`config.mk`:
```
export PLATFORM = sky130hd
export DESIGN_NAME = elevator_call_scheduler
export DESIGN_NICKNAME = d
export VERILOG_FILES = /design/src/rtl/elevator_call_scheduler.sv
export SDC_FILE = /design/constraint.sdc
export NUM_CORES = 1
export LEC_CHECK = 0
export BUFFER_PORTS_ARGS = -buffer_cell sky130_fd_sc_hd__buf_2
export CAP_MARGIN = 20
export CELL_PAD_IN_SITES_DETAIL_PLACEMENT = 0
export CELL_PAD_IN_SITES_GLOBAL_PLACEMENT = 1
export CORE_MARGIN = 2
export CORE_UTILIZATION = 42
export DETAILED_ROUTE_END_ITERATION = 16
export PLACE_DENSITY_LB_ADDON = 0.1
export SLEW_MARGIN = 40
export SYNTH_ARGS = -nofsm -noshare
export SYNTH_HDL_FRONTEND = slang
export SYNTH_SLANG_ARGS = --single-unit
export TNS_END_PERCENT = 50
```
`constraint.sdc`:
```
create_clock -name clk -period 2.6 [get_ports clk]
set_input_delay 0.52 -clock clk [delete_from_list [all_inputs] [get_ports clk]]
set_output_delay 0.52 -clock clk [all_outputs]
set_load 0.005 [all_outputs]
```
`src/rtl/elevator_call_scheduler.sv`:
```
// SCAN call scheduler for a 3-floor car: latches hall calls, issues one-floor motor steps, times travel and door dwell.
// Latency: call to door_open is 3 cycles at the current floor; no backpressure, the car FSM follows every update strobe.
module elevator_call_scheduler #(
    parameter int TRAVEL_CYCLES = 8,
    parameter int DOOR_CYCLES   = 16
) (
    input  logic       clk,
    input  logic       reset,
    input  logic [2:0] call_req,
    input  logic [1:0] floor,
    input  logic [1:0] movement,
    output logic [1:0] motor_control,
    output logic       update,
    output logic [2:0] pending,
    output logic       door_open,
    output logic       busy
);

    typedef enum logic [2:0] {
        S_IDLE,
        S_DECIDE,
        S_STEP,
        S_TRAVEL,
        S_DOOR
    } state_t;

    localparam logic [1:0] MC_UP   = 2'b10;
    localparam logic [1:0] MC_DN   = 2'b01;
    localparam logic [1:0] MC_STOP = 2'b00;

    localparam int MAXC = (TRAVEL_CYCLES > DOOR_CYCLES) ? TRAVEL_CYCLES : DOOR_CYCLES;
    localparam int CW   = $clog2(MAXC + 1);
    localparam logic [CW-1:0] TRAVEL_LAST = CW'(TRAVEL_CYCLES - 2);
    localparam logic [CW-1:0] DOOR_LAST   = CW'(DOOR_CYCLES - 1);

    state_t        r_state;
    logic          r_dir;
    logic          r_to_door;
    logic [CW-1:0] r_cnt;
    logic [2:0]    r_pending;
    logic [1:0]    r_motor_control;
    logic          r_update;
    logic          r_door_open;
    logic          r_busy;

    state_t        w_state_nxt;
    logic          w_dir_nxt;
    logic          w_to_door_nxt;
    logic [CW-1:0] w_cnt_nxt;
    logic [2:0]    w_pending_nxt;
    logic [1:0]    w_mc_nxt;
    logic [2:0]    w_call_mask;
    logic [2:0]    w_floor_oh;
    logic          w_above;
    logic          w_below;

    always_comb begin
        w_floor_oh = 3'b000;
        w_above    = 1'b0;
        w_below    = 1'b0;
        case (floor)
            2'b00: begin
                w_floor_oh = 3'b001;
                w_above    = |r_pending[2:1];
            end
            2'b01: begin
                w_floor_oh = 3'b010;
                w_above    = r_pending[2];
                w_below    = r_pending[0];
            end
            2'b10: begin
                w_floor_oh = 3'b100;
                w_below    = |r_pending[1:0];
            end
            default: begin
                w_floor_oh = 3'b000;
            end
        endcase
    end

    always_comb begin
        w_state_nxt   = r_state;
        w_dir_nxt     = r_dir;
        w_to_door_nxt = r_to_door;
        w_cnt_nxt     = r_cnt;
        w_mc_nxt      = r_motor_control;
        w_call_mask   = 3'b111;
        case (r_state)
            S_IDLE: begin
                if (|r_pending) w_state_nxt = S_DECIDE;
            end
            S_DECIDE: begin
                // An invalid floor code parks the scheduler here until the car reports a real floor.
                if (floor == 2'b11) begin
                    w_state_nxt = S_DECIDE;
                end else if (|(r_pending & w_floor_oh)) begin
                    if (movement != 2'b00) begin
                        w_mc_nxt      = MC_STOP;
                        w_to_door_nxt = 1'b1;
                        w_state_nxt   = S_STEP;
                    end else begin
                        w_cnt_nxt   = '0;
                        w_state_nxt = S_DOOR;
                    end
                end else if (w_above && (r_dir || !w_below)) begin
                    w_mc_nxt    = MC_UP;
                    w_dir_nxt   = 1'b1;
                    w_state_nxt = S_STEP;
                end else if (w_below) begin
                    w_mc_nxt    = MC_DN;
                    w_dir_nxt   = 1'b0;
                    w_state_nxt = S_STEP;
                end else if (movement != 2'b00) begin
                    w_mc_nxt      = MC_STOP;
                    w_to_door_nxt = 1'b0;
                    w_state_nxt   = S_STEP;
                end else begin
                    w_state_nxt = S_IDLE;
                end
            end
            S_STEP: begin
                w_cnt_nxt = '0;
                if (r_motor_control != MC_STOP) begin
                    w_state_nxt = S_TRAVEL;
                end else if (r_to_door) begin
                    w_state_nxt = S_DOOR;
                end else begin
                    w_state_nxt = S_IDLE;
                end
            end
            S_TRAVEL: begin
                if (r_cnt == TRAVEL_LAST) begin
                    w_state_nxt = S_DECIDE;
                end else begin
                    w_cnt_nxt = r_cnt + CW'(1);
                end
            end
            S_DOOR: begin
                // A press at the open floor extends the dwell instead of queuing a new call.
                w_call_mask = ~w_floor_oh;
                if (|(call_req & w_floor_oh)) begin
                    w_cnt_nxt = '0;
                end else if (r_cnt == DOOR_LAST) begin
                    w_state_nxt = S_DECIDE;
                end else begin
                    w_cnt_nxt = r_cnt + CW'(1);
                end
            end
            default: begin
                w_state_nxt = S_IDLE;
            end
        endcase

        w_pending_nxt = r_pending | (call_req & w_call_mask);
        if ((w_state_nxt == S_DOOR) && (r_state != S_DOOR)) begin
            w_pending_nxt = w_pending_nxt & ~w_floor_oh;
        end
    end

    always_ff @(posedge clk or posedge reset) begin
        if (reset) begin
            r_state         <= S_IDLE;
            r_dir           <= 1'b1;
            r_to_door       <= 1'b0;
            r_cnt           <= '0;
            r_pending       <= 3'b000;
            r_motor_control <= MC_STOP;
            r_update        <= 1'b0;
            r_door_open     <= 1'b0;
            r_busy          <= 1'b0;
        end else begin
            r_state         <= w_state_nxt;
            r_dir           <= w_dir_nxt;
            r_to_door       <= w_to_door_nxt;
            r_cnt           <= w_cnt_nxt;
            r_pending       <= w_pending_nxt;
            r_motor_control <= w_mc_nxt;
            r_update        <= (w_state_nxt == S_STEP);
            r_door_open     <= (w_state_nxt == S_DOOR);
            r_busy          <= (w_state_nxt != S_IDLE);
        end
    end

    assign motor_control = r_motor_control;
    assign update        = r_update;
    assign pending       = r_pending;
    assign door_open     = r_door_open;
    assign busy          = r_busy;

endmodule

```
[Word-level counts from Yosys, hierarchy flattened]
Cells that the tools add are included.
Operators by class
  $add $sub $neg: 1
  equality and inequality tests: 19
  multiplexer cells: 36
  bitwise logic cells: 8
  reductions and logical operators: 20
Operator list (number)
  2-to-1 mux 3 bit: 11
  2-to-1 mux 5 bit: 6
  one-hot mux 5 bit (4 select lines): 1
  one-hot mux 3 bit (5 select lines): 1
  2-to-1 mux 2 bit: 7
  bitwise AND 3 bit: 4
  inequality test 2 bit, second input constant: 5
  equality test 3 x 2 -> 1 bit, second input constant: 3
  one-hot mux 3 bit (3 select lines): 1
  OR reduction 3 bit: 3
  2-to-1 mux 1 bit: 7
  equality test 3 bit, second input constant: 2
  inequality test 3 bit, second input constant: 2
  AND reduction 6 bit: 1
  nonzero test 2 bit: 3
  adder 5 x 1 -> 5 bit, second input constant: 1
  equality test 5 x 3 -> 1 bit, second input constant: 1
  equality test 5 x 4 -> 1 bit, second input constant: 1
  AND reduction 5 bit: 1
  equality test 2 bit, second input constant: 2
  one-hot mux 1 bit (2 select lines): 2
  AND reduction 4 bit: 1
  nonzero test 4 bit: 1
  OR reduction 2 bit: 2
  13 further kinds: 15
Word-level totals
  register bits: 18
  bits of input ports: 9
  output and inout port bits: 8
  word-level logic and storage cells: 93

[Depth between registers and ports, before layout]
  depth in word-level cells: 12
  mapped depth: 6
  depth with buffers taken out: 6

[Worst setup path after synthesis]
Ideal clock, no wire load.
  kind: input -> register
  start point: input port floor[1]
  end point: register r_cnt[0]
  setup time: 125 ps
  arrival time: 2106 ps
  setup slack: 369 ps
  stages: 6
  buffers on the path: 0
  path through: inv_1 > ha_1 > a222oi_1 > and3b_2 > o21ai_2 > mux2_2
On the way
  cells in the longest elaborated chain, start to end: 6
RTL lines
  from (decl): RTL line 10  | input logic [1:0] floor,
  equality test 2 bit (tied with other cells): RTL line 61  | case (floor)
  one-hot mux 3 bit (3 select lines): RTL line 61
  bitwise AND 3 bit (on tied branches): RTL line 141, 96
  OR reduction 3 bit (on tied branches): RTL line 141, 96
  inequality test 3 bit (no line) (tied with other cells)
  AND reduction 6 bit (no line) or one-hot mux 5 bit (4 select lines) (tied branches)
  to (signal assigned): RTL line 175  | r_cnt <= w_cnt_nxt;
  to (decl): RTL line 39  | logic [CW-1:0] r_cnt;
Parallel ways exist; a longest one is shown, timed or not.
A chain may end at the register's enable or synchronous reset.

[Final worst setup path]
  start point: input port floor[0]
  end point: register r_cnt[3]
Same word-level chain as after synthesis.

==> impl_metrics.yaml <==
timing:
  worstMarginPinSlew_ns: 0.669
  min_period_ns: 2.16
  holdWs_ns: 0.222
  slew_viol_final: 0
  finalHoldViolations: 0
  max_freq_ghz: 0.463
  period_share_pct: 83.2
  fin_tns_setup_ns: 0
  finalClockSkew_ns: 0.00448
  setup_viol: 0
  fin_ws_ns: 0.438
  rsz0062_at_grt: "no"
  slew_headroom_pct: 55.1
worst_setup_path:
  crit_family: "compound AO/OA/AOI/OAI gates"
  worst-endpoint-required_ns: 2.78
  cp.arrival_ns: 2.35
  worst-path-max-fanout: 5
  crit_chain: "buf_2 -> inv_1 -> ha_1 -> a222oi_1 -> and3b_2 -> o21ai_2 -> mux2_2"
  r2r-start: "pending[0]$_DFF_PP0_"
  cp_slowest_stage_delay_ns: 0.49
  path_class: "in2reg"
  critPathSlowestCell: "a222oi_1"
  crit_start: "floor[0]"
  critPathBufInv: 2
  endpoint_kind: "flop"
  startpoint_type: "input pin"
synth:
  yosysTopAreaCellShare_pct: 38.8
  syn-num-nets: 129
  ys_seq_area_share_pct: 41.2
  synth.distinct_cells: 44
  syn-cell-area_um2: 1100
  synth_edf_count: 0
  avgSynthCellArea_um2: 9.79
  synth_warnings: 0
  synthArstFlopShare_pct: 100
  synth_area_leaders: "dfrtp_1 39%, ha_1 9.1%, mux2_2 4.1%, nor2_1 3.8%, o21ai_0 3.2%"
  ys_ff_latch: 18
  synthFlopType: "dfrtp_1"
  synth_top_cell_by_area: "dfrtp_1"
  netlist_instances: 112
cts:
  cts_made_buffers: 3
  clockRootBuffer: "clkbuf_4"
  cts_setup_buffers: 0
  clk_latency_ns: 0.29
  htree_levels: 1
  cts_hold_buf: 0
  clock_path_buffers: 2
  cts_tree: "done"
  path_clk_slew_ns: 0.11
  cts_num_sinks: 18
  cts_resized: 0
global_routing:
  grt_antenna_before_repair: 0
  grt_pass1_wl_um: 4030
  track_usage_pct: 19.2
  grt_max_degree: 19
  grt_pass1_vias: 882
  grt-ovfl-total: 0
pwr:
  power_density_nw_per_um2: 883
  power_leakage_uw: 0.000581
  ir_worst_vdd_v: 0.000424
  total_power_uw: 1120
detailed_routing:
  wirelength_um: 2430
  first_iter_violations: 17
  dr.pass1.iters: 4
  wl_met3_um: 69
  vias_per_cell: 5.39
  wl_met1_um: 1150
  met2_length_um: 1170
  top_layer: "met4"
  vias: 879
  wl_per_cell_um: 14.9
  drc: 0
  ant_nets: 0
floorplan:
  start_util_pct: 44.2
  core-area_um2: 2480
  die_y_um: 55.1
  io_pins: 17
  fp.dieW_um: 55.1
  fp-row-count: 18
  die-area_um2: 3030
cells_and_area:
  area_delta_synth_final_pct: 15.4
  fin_nets: 151
  layout_common_cells: "17 x dfrtp_1, 16 x buf_2, 11 x nor2_1"
  final_common_cell: "dfrtp_1"
  fin_util_pct: 51.1
  drive_gt1_share_pct: 27.1
  fillers: 255
  antenna_cells: 0
worst_hold_path:
  hold_class: "in2async"
placed_design:
  globalplace.congestion: 0.783
  io_buffer_count: 16
  hpwl_um: 1880
  place_ws_ns: 0.146
outcome:
  status: "completed"
job:
  maxCapViolations: 0
==> cell families after synthesis <==
group,after synthesis,synth area share (%)
and+or+nand+nor,43,23.3
AOI/OAI and AO/OA,30,18.3
DFF,18,41.2
adders and majority gates,8,9.13
buffers and inverters,7,2.40
muxes,4,4.11
xor gates and xnor gates,2,1.60
==> where the power goes <==
group          internal (µW)  switching (µW)  leakage (µW)
Clock                   85.3            88.0     0.0000210
Combinational            249             236      0.000339
Sequential               364            94.6      0.000221
Total                    699             418      0.000581
==> flip-flops by register name, indices dropped and copies added, names as in the netlist <==
register       cells
busy               1
door_open          1
motor_control      2
pending            3
r_cnt              5
r_dir              1
r_state            3
r_to_door          1
update             1
==> layer usage <==
layer  global-route usage [%]  up-vias
li1                         -      450
met1                     24.6      409
met2                     31.5       16
met3                     2.42        4
met4                     9.76        0
met5                        0        -
==> final cells by class <==
cell class	instances	area, µm²	area share, %
clock buffers	4	36.3	2.87
inverters	5	18.8	1.48
flip-flops and latches	18	452	35.7
multi-input cells	87	618	48.9
well taps	30	37.5	2.97
repair buffers	19	103	8.11
==> synth_stat cells (all sizes together) (2+ instances only) <==
cell,number
nor3,2
inv,5
and2,2
a222oi,2
a21oi,6
nor3b,2
ha,8
or3,4
o21a,3
and3b,2
nand3,2
a21boi,2
nand2,7
or3b,2
and3,2
nor2,11
clkbuf,2
dfrtp,17
mux2,4
o21ai,9
==> stage by stage <==
stage	instance area (µm²)	cells
floorplan	1100	112
global route	1260	163
CTS	1260	163
detailed placement	1230	159
finish	1260	163
global placement	1230	159
==> final timing paths <==
check	to	slack, ns	cells after the start
setup reg to reg	r_cnt[3]$_DFFE_PP0P_	0.59	4
hold reg to reg	r_dir$_DFFE_PP1P_	0.54	2
min in group clk	pending[0]$_DFF_PP0_	0.50	3
max in group asynchronous	r_dir$_DFFE_PP1P_	2.03	2
setup / recovery	r_cnt[3]$_DFFE_PP0P_	0.44	7
hold / removal	r_cnt[2]$_DFFE_PP0P_	0.22	2
No activity file was read; power rests on OpenSTA's default activity.
